## config.mk

```make
export PLATFORM = sky130hd
export DESIGN_NAME = snake_sched
export DESIGN_NICKNAME = d
export VERILOG_FILES = /design/src/rtl/snake_sched.sv
export SDC_FILE = /design/constraint.sdc
export NUM_CORES = 1
export LEC_CHECK = 0
export CORE_MARGIN = 2
export CORE_UTILIZATION = 47
export DETAILED_ROUTE_END_ITERATION = 6
export PLACE_DENSITY = 0.76
export SLEW_MARGIN = 20
export SYNTH_ARGS = -nofsm -noshare
export SYNTH_HDL_FRONTEND = slang
export SYNTH_SLANG_ARGS = --single-unit
```

## constraint.sdc

```tcl
create_clock -name clk -period 4.4 [get_ports clk]
set_clock_uncertainty 0.15 [all_clocks]
set_input_delay 0.44 -clock clk [delete_from_list [all_inputs] [get_ports clk]]
set_output_delay 0.44 -clock clk [all_outputs]
set_load 0.1 [all_outputs]
```

## src/rtl/snake_sched.sv

```systemverilog
// rtl/snake_sched.sv - snake body ring, step engine and head-to-tail walk streamer
module snake_sched #(
    parameter int GAME_WIDTH  = 20,
    parameter int GAME_HEIGHT = 13,
    parameter int MAX_LEN     = 32
) (
    input  logic       clk,
    input  logic       rst_n,
    input  logic       game_rst_n,
    input  logic       scan_start,
    input  logic       step_req,
    input  logic [1:0] step_dir,
    input  logic       step_grow,
    output logic       step_ack,
    output logic [4:0] snake_head_x,
    output logic [3:0] snake_head_y,
    output logic [4:0] snake_x,
    output logic [3:0] snake_y,
    output logic [1:0] snake_dir,
    output logic       snake_first,
    output logic       snake_last,
    output logic       snake_valid,
    output logic [5:0] length,
    output logic       busy,
    output logic       wall_hit,
    output logic       self_hit
);

    localparam int         PW       = $clog2(MAX_LEN);
    localparam logic [4:0] X_MAX    = 5'(GAME_WIDTH);
    localparam logic [3:0] Y_MAX    = 4'(GAME_HEIGHT);
    localparam logic [4:0] X_RST    = 5'(GAME_WIDTH / 2);
    localparam logic [3:0] Y_RST    = 4'((GAME_HEIGHT + 1) / 2);
    localparam logic [5:0] LEN_MAX  = 6'(MAX_LEN);
    localparam logic [5:0] LEN_RST  = 6'd3;
    localparam logic [1:0] DIR_LEFT = 2'd2;

    typedef enum logic {S_IDLE, S_WALK} state_t;

    function automatic logic [4:0] move_x(input logic [4:0] x, input logic [1:0] d);
        case (d)
            2'd2:    move_x = x - 5'd1;
            2'd3:    move_x = x + 5'd1;
            default: move_x = x;
        endcase
    endfunction

    function automatic logic [3:0] move_y(input logic [3:0] y, input logic [1:0] d);
        case (d)
            2'd0:    move_y = y - 4'd1;
            2'd1:    move_y = y + 4'd1;
            default: move_y = y;
        endcase
    endfunction

    state_t        state_q, state_d;
    logic [PW-1:0] hp_q, hp_d;
    logic [PW-1:0] k_q, k_d;
    logic [5:0]    len_q, len_d;
    logic [4:0]    head_x_q, head_x_d;
    logic [3:0]    head_y_q, head_y_d;
    logic [4:0]    sx_q, sx_d;
    logic [3:0]    sy_q, sy_d;
    logic [1:0]    sdir_q, sdir_d;
    logic          first_q, first_d;
    logic          last_q, last_d;
    logic          valid_q, valid_d;
    logic          wall_q, wall_d;
    logic          self_q, self_d;

    logic [1:0]    ring_q [MAX_LEN];
    logic          ring_we;
    logic [PW-1:0] ring_waddr;
    logic [1:0]    ring_wdata;

    logic          step_ok;
    logic          hits_wall;
    logic [PW-1:0] k_n;

    // A step is taken only while idle and not pre-empted by a scan request
    assign step_ok = step_req & (state_q == S_IDLE) & ~scan_start & game_rst_n;

    // Would moving the head in step_dir leave the playfield (head is always on-field)
    always_comb begin
        hits_wall = 1'b0;
        case (step_dir)
            2'd0: hits_wall = (head_y_q <= 4'd1);
            2'd1: hits_wall = (head_y_q >= Y_MAX);
            2'd2: hits_wall = (head_x_q <= 5'd1);
            2'd3: hits_wall = (head_x_q >= X_MAX);
            default: hits_wall = 1'b0;
        endcase
    end

    // Next-state: walk sequencing, step application and collision flags
    always_comb begin
        state_d    = state_q;
        hp_d       = hp_q;
        k_d        = k_q;
        len_d      = len_q;
        head_x_d   = head_x_q;
        head_y_d   = head_y_q;
        sx_d       = sx_q;
        sy_d       = sy_q;
        sdir_d     = sdir_q;
        first_d    = first_q;
        last_d     = last_q;
        valid_d    = valid_q;
        wall_d     = wall_q;
        self_d     = self_q;
        ring_we    = 1'b0;
        ring_waddr = hp_q - PW'(1);
        ring_wdata = {step_dir[1], ~step_dir[0]};
        k_n        = k_q + PW'(1);

        // Body segment (not the head itself) landing on the head tile
        if (state_q == S_WALK && k_q != '0 && sx_q == head_x_q && sy_q == head_y_q) begin
            self_d = 1'b1;
        end

        if (scan_start) begin
            state_d = S_WALK;
            k_d     = '0;
            sx_d    = head_x_q;
            sy_d    = head_y_q;
            first_d = 1'b1;
            last_d  = (len_q == 6'd1);
            sdir_d  = (len_q == 6'd1) ? 2'd0 : ring_q[hp_q];
            valid_d = 1'b1;
        end else if (state_q == S_WALK) begin
            if (last_q) begin
                state_d = S_IDLE;
                valid_d = 1'b0;
                first_d = 1'b0;
                last_d  = 1'b0;
            end else begin
                k_d     = k_n;
                sx_d    = move_x(sx_q, sdir_q);
                sy_d    = move_y(sy_q, sdir_q);
                first_d = 1'b0;
                last_d  = (6'(k_n) == len_q - 6'd1);
                sdir_d  = (6'(k_n) == len_q - 6'd1) ? 2'd0 : ring_q[hp_q + k_n];
            end
        end else if (step_ok) begin
            if (hits_wall) begin
                wall_d = 1'b1;
            end else begin
                hp_d     = hp_q - PW'(1);
                ring_we  = 1'b1;
                head_x_d = move_x(head_x_q, step_dir);
                head_y_d = move_y(head_y_q, step_dir);
                if (step_grow && len_q < LEN_MAX) begin
                    len_d = len_q + 6'd1;
                end
            end
        end
    end

    // State and output registers; game restart behaves like reset on game state
    always_ff @(posedge clk or negedge rst_n) begin
        if (!rst_n) begin
            state_q  <= S_IDLE;
            hp_q     <= '0;
            k_q      <= '0;
            len_q    <= LEN_RST;
            head_x_q <= X_RST;
            head_y_q <= Y_RST;
            sx_q     <= '0;
            sy_q     <= '0;
            sdir_q   <= '0;
            first_q  <= 1'b0;
            last_q   <= 1'b0;
            valid_q  <= 1'b0;
            wall_q   <= 1'b0;
            self_q   <= 1'b0;
        end else if (!game_rst_n) begin
            state_q  <= S_IDLE;
            hp_q     <= '0;
            k_q      <= '0;
            len_q    <= LEN_RST;
            head_x_q <= X_RST;
            head_y_q <= Y_RST;
            sx_q     <= '0;
            sy_q     <= '0;
            sdir_q   <= '0;
            first_q  <= 1'b0;
            last_q   <= 1'b0;
            valid_q  <= 1'b0;
            wall_q   <= 1'b0;
            self_q   <= 1'b0;
        end else begin
            state_q  <= state_d;
            hp_q     <= hp_d;
            k_q      <= k_d;
            len_q    <= len_d;
            head_x_q <= head_x_d;
            head_y_q <= head_y_d;
            sx_q     <= sx_d;
            sy_q     <= sy_d;
            sdir_q   <= sdir_d;
            first_q  <= first_d;
            last_q   <= last_d;
            valid_q  <= valid_d;
            wall_q   <= wall_d;
            self_q   <= self_d;
        end
    end

    // Direction ring: every link points left so the reset body is a straight line
    always_ff @(posedge clk or negedge rst_n) begin
        if (!rst_n) begin
            for (int i = 0; i < MAX_LEN; i++) ring_q[i] <= DIR_LEFT;
        end else if (!game_rst_n) begin
            for (int i = 0; i < MAX_LEN; i++) ring_q[i] <= DIR_LEFT;
        end else if (ring_we) begin
            ring_q[ring_waddr] <= ring_wdata;
        end
    end

    assign step_ack     = step_ok & rst_n;
    assign snake_head_x = head_x_q;
    assign snake_head_y = head_y_q;
    assign snake_x      = sx_q;
    assign snake_y      = sy_q;
    assign snake_dir    = sdir_q;
    assign snake_first  = first_q;
    assign snake_last   = last_q;
    assign snake_valid  = valid_q;
    assign busy         = valid_q;
    assign length       = len_q;
    assign wall_hit     = wall_q;
    assign self_hit     = self_q;

endmodule

```

==> out/metrics.csv <==
metric,value,unit
rsz0062_at_grt,false,
clkSinkCount,106,
clockBufferDepth,2,
grt_pass1_vias,5492,
cts_buffers,9,
fin_crit,3.622,ns
slew_headroom,31.66,%
drt-wirelength-per-cell,21.37,µm
yosys_warnings,0,
worst_pin_slew,1.025,ns
seq_area_frac_synth,38.85,%
hold_path_depth,2,
post-route-drc-count,0,
synth_ff_type,dfrtp_1,
synth_top_area_share,24.11,%
antenna_found_initial,0,
routed_wl,18140,µm
syn2layout_area_growth,10.71,%
hold_path.startpoint,game_rst_n,
nets,697,
synth_compound_area_share,15.69,%
antennaDiodeCount,0,
synth_nets,688,
cts_tree,done,
ir_drop,264.1,µV
grtUsageTotal,23.29,%
p_leak,0.003174,µW
yosys.area.top_type,dfrtp_1,
vias,5669,
cp-end-kind,register,
routed_via_density,6.677,
synth_top_family_by_area,simple AND/OR/NAND/NOR gates,
num_rows,44,
synth_xor_area_share,6.496,%
fin_setup_tns,0,ns
muxShareOfSynthArea,12.65,%
ioPinCount,41,
fp.dieW,125.6,µm
setup.worst_path.start_class,register,
synth_seq_cells,106,
setup_viol,0,
maxSlewViolCount,0,
rr_startpoint,k_q[0],
hp-class,primary input to register,
hpwl,12120,µm
syn_area,6953,µm²
h-tree-depth,3,
postCtsSetupBuffers,0,
root_buffer,clkbuf_16,
synthAdderAreaFrac,5.543,%
synthCells,651,
synth-edff-count,0,
ff2ff_path_depth,10,
grt_max_degree,101,
hold_viol,0,
status,"complete, no violations",
synth_area_leaders,"dfrtp_1 24%, dfstp_2 15%, mux4_2 7.5%",
clkLatencyLatePin,0.36,ns
postSynthAreaPerCell,10.68,µm²
r2r_slack,0.78,ns
die_h,125.6,µm
required,4.49,ns
ant_nets,0,
timing.final.crit_share,82.33,%
synthTopCellsByCount,"67 x dfrtp_1, 66 x nand2_1, 43 x o211ai_1",
drive_above_1_share,15.49,%
hold_slack,0.2044,ns
ys_types,60,
synth-simple-area-share,15.85,%
grt_pass1_wl,29500,µm
globalplace.congestion,0.8692,
io_buffers,40,
max_freq,0.2761,GHz
path_class,register to register,
grt_overflow,0,
core,14480,µm²
yosysMostFrequentCell,dfrtp_1,
drtIter0Drc,460,
async_reset_ff_share,100.0,%
power_density,302.6,nW/µm²
fill_cells,1238,
r2r_end,snake_dir[0],
initial_core_util,48.02,%
arrival,3.71,ns
die_area,15780,µm²
hold-path-endpoint,state_q,
firstDrtPassIters,6,
crit_fanout,16,
power,2329,µW
max_cap_viol_count,0,
clk_pin_slew,0.07,ns
-- worst max-delay path by stage --
stage               startpoint           end  slack (ns)
floorplan              hp_q[1]  snake_dir[1]        1.03
global placement        k_q[0]  snake_dir[0]        0.96
detailed placement      k_q[0]  snake_dir[0]        0.84
CTS                     k_q[0]  snake_dir[0]        0.80
global route            k_q[0]  snake_dir[0]        0.63
finish                  k_q[0]  snake_dir[0]        0.78
-- report_power, final --
group          internal [µW]  switching, µW
combinational            146            329
clock                    461            353
sequential               999           40.7
-- routing by layer --
layer	wire, µm	up-vias	GRT usage, %
met5	0	-	0
met4	426	0	7.712
met3	1275	45	4.673
met2	8983	269	38.47
met1	7458	2871	30.97
li1	-	2484	-
-- metrics by stage --
step	cells	setup WS, ns	util (%)	area, µm²
finish	849	0.7775	53.16	7697
global route	849	0.6330	53.16	7697
floorplan	651	1.026	-	6953
global placement	832	0.9581	51.00	7385
detailed placement	832	0.8379	51.00	7385
CTS	849	0.7992	53.16	7697
-- repair_timing --
| item | in CTS | in global routing |
|---|---|---|
| resized for setup | 0 | 0 |
| endpoints found under the setup margin | 0 | 0 |
| hold buffers | 1 | 0 |
| endpoints found under the hold margin | 35 | 0 |
-- cells in the final DEF, fill, tap and decap left out, types with 4 or more instances in the layout --
cell type	netlist	routed
xor2_1	23	23
a32o_1	32	32
xnor2_1	26	26
nor3b_2	4	4
dfrtp_1	67	67
nand2b_1	7	7
o21ai_0	16	16
dfstp_2	39	39
a21o_1	4	4
clkbuf_16	0	9
o211ai_1	43	43
nor2b_1	8	8
nand4_1	36	36
mux4_1	9	9
mux4_2	23	23
a21oi_1	14	14
clkdlybuf4s50_1	0	37
nand2_1	66	66
a31oi_1	5	5
nor2_1	23	22
nand3_1	18	18
mux2_2	4	4
or3_1	7	7
ha_1	26	26
nor3_1	8	8
and2_1	11	11
mux2i_1	8	8
clkbuf_8	1	5
buf_4	4	12
a211o_1	4	4
inv_1	19	19
-- sequential cells by signal, indices dropped and copies added, names as in the netlist --
signal        cells
state_q           1
snake_first       1
snake_head_y      4
wall_hit          1
ring_q           64
self_hit          1
busy              1
hp_q              5
snake_x           5
snake_y           4
length            6
snake_last        1
k_q               5
snake_dir         2
snake_head_x      5
-- area by class of cell --
type	count	area [µm²]	share of cell area (%)
well taps	184	230.2	2.991
inverters	20	75.07	0.9753
clock buffers	15	297.8	3.869
clock inverters	1	5.005	0.06502
multi-input cells	472	3913	50.83
flip-flops and latches	106	2701	35.09
repair buffers	51	475.5	6.177
-- logic make-up after synthesis --
logic type      count (synthesis)
xor+xnor                       50
buf+inv                        73
simple gates                  207
flops                         106
mux                            44
compound gates                142
fa+ha+maj                      29
-- worst max-delay path: stages (launching register included) --
cell and delay [ns]:
dfrtp_1 0.46, inv_1 0.09, ha_1 0.36, inv_1 0.08
fa_1 1.03, mux4_2 0.42, nand2_1 0.10, a211o_1 0.13
nand3_1 0.08, mux2_2 0.28, a221o_1 0.35
Power figures use the tool's default switching activity.
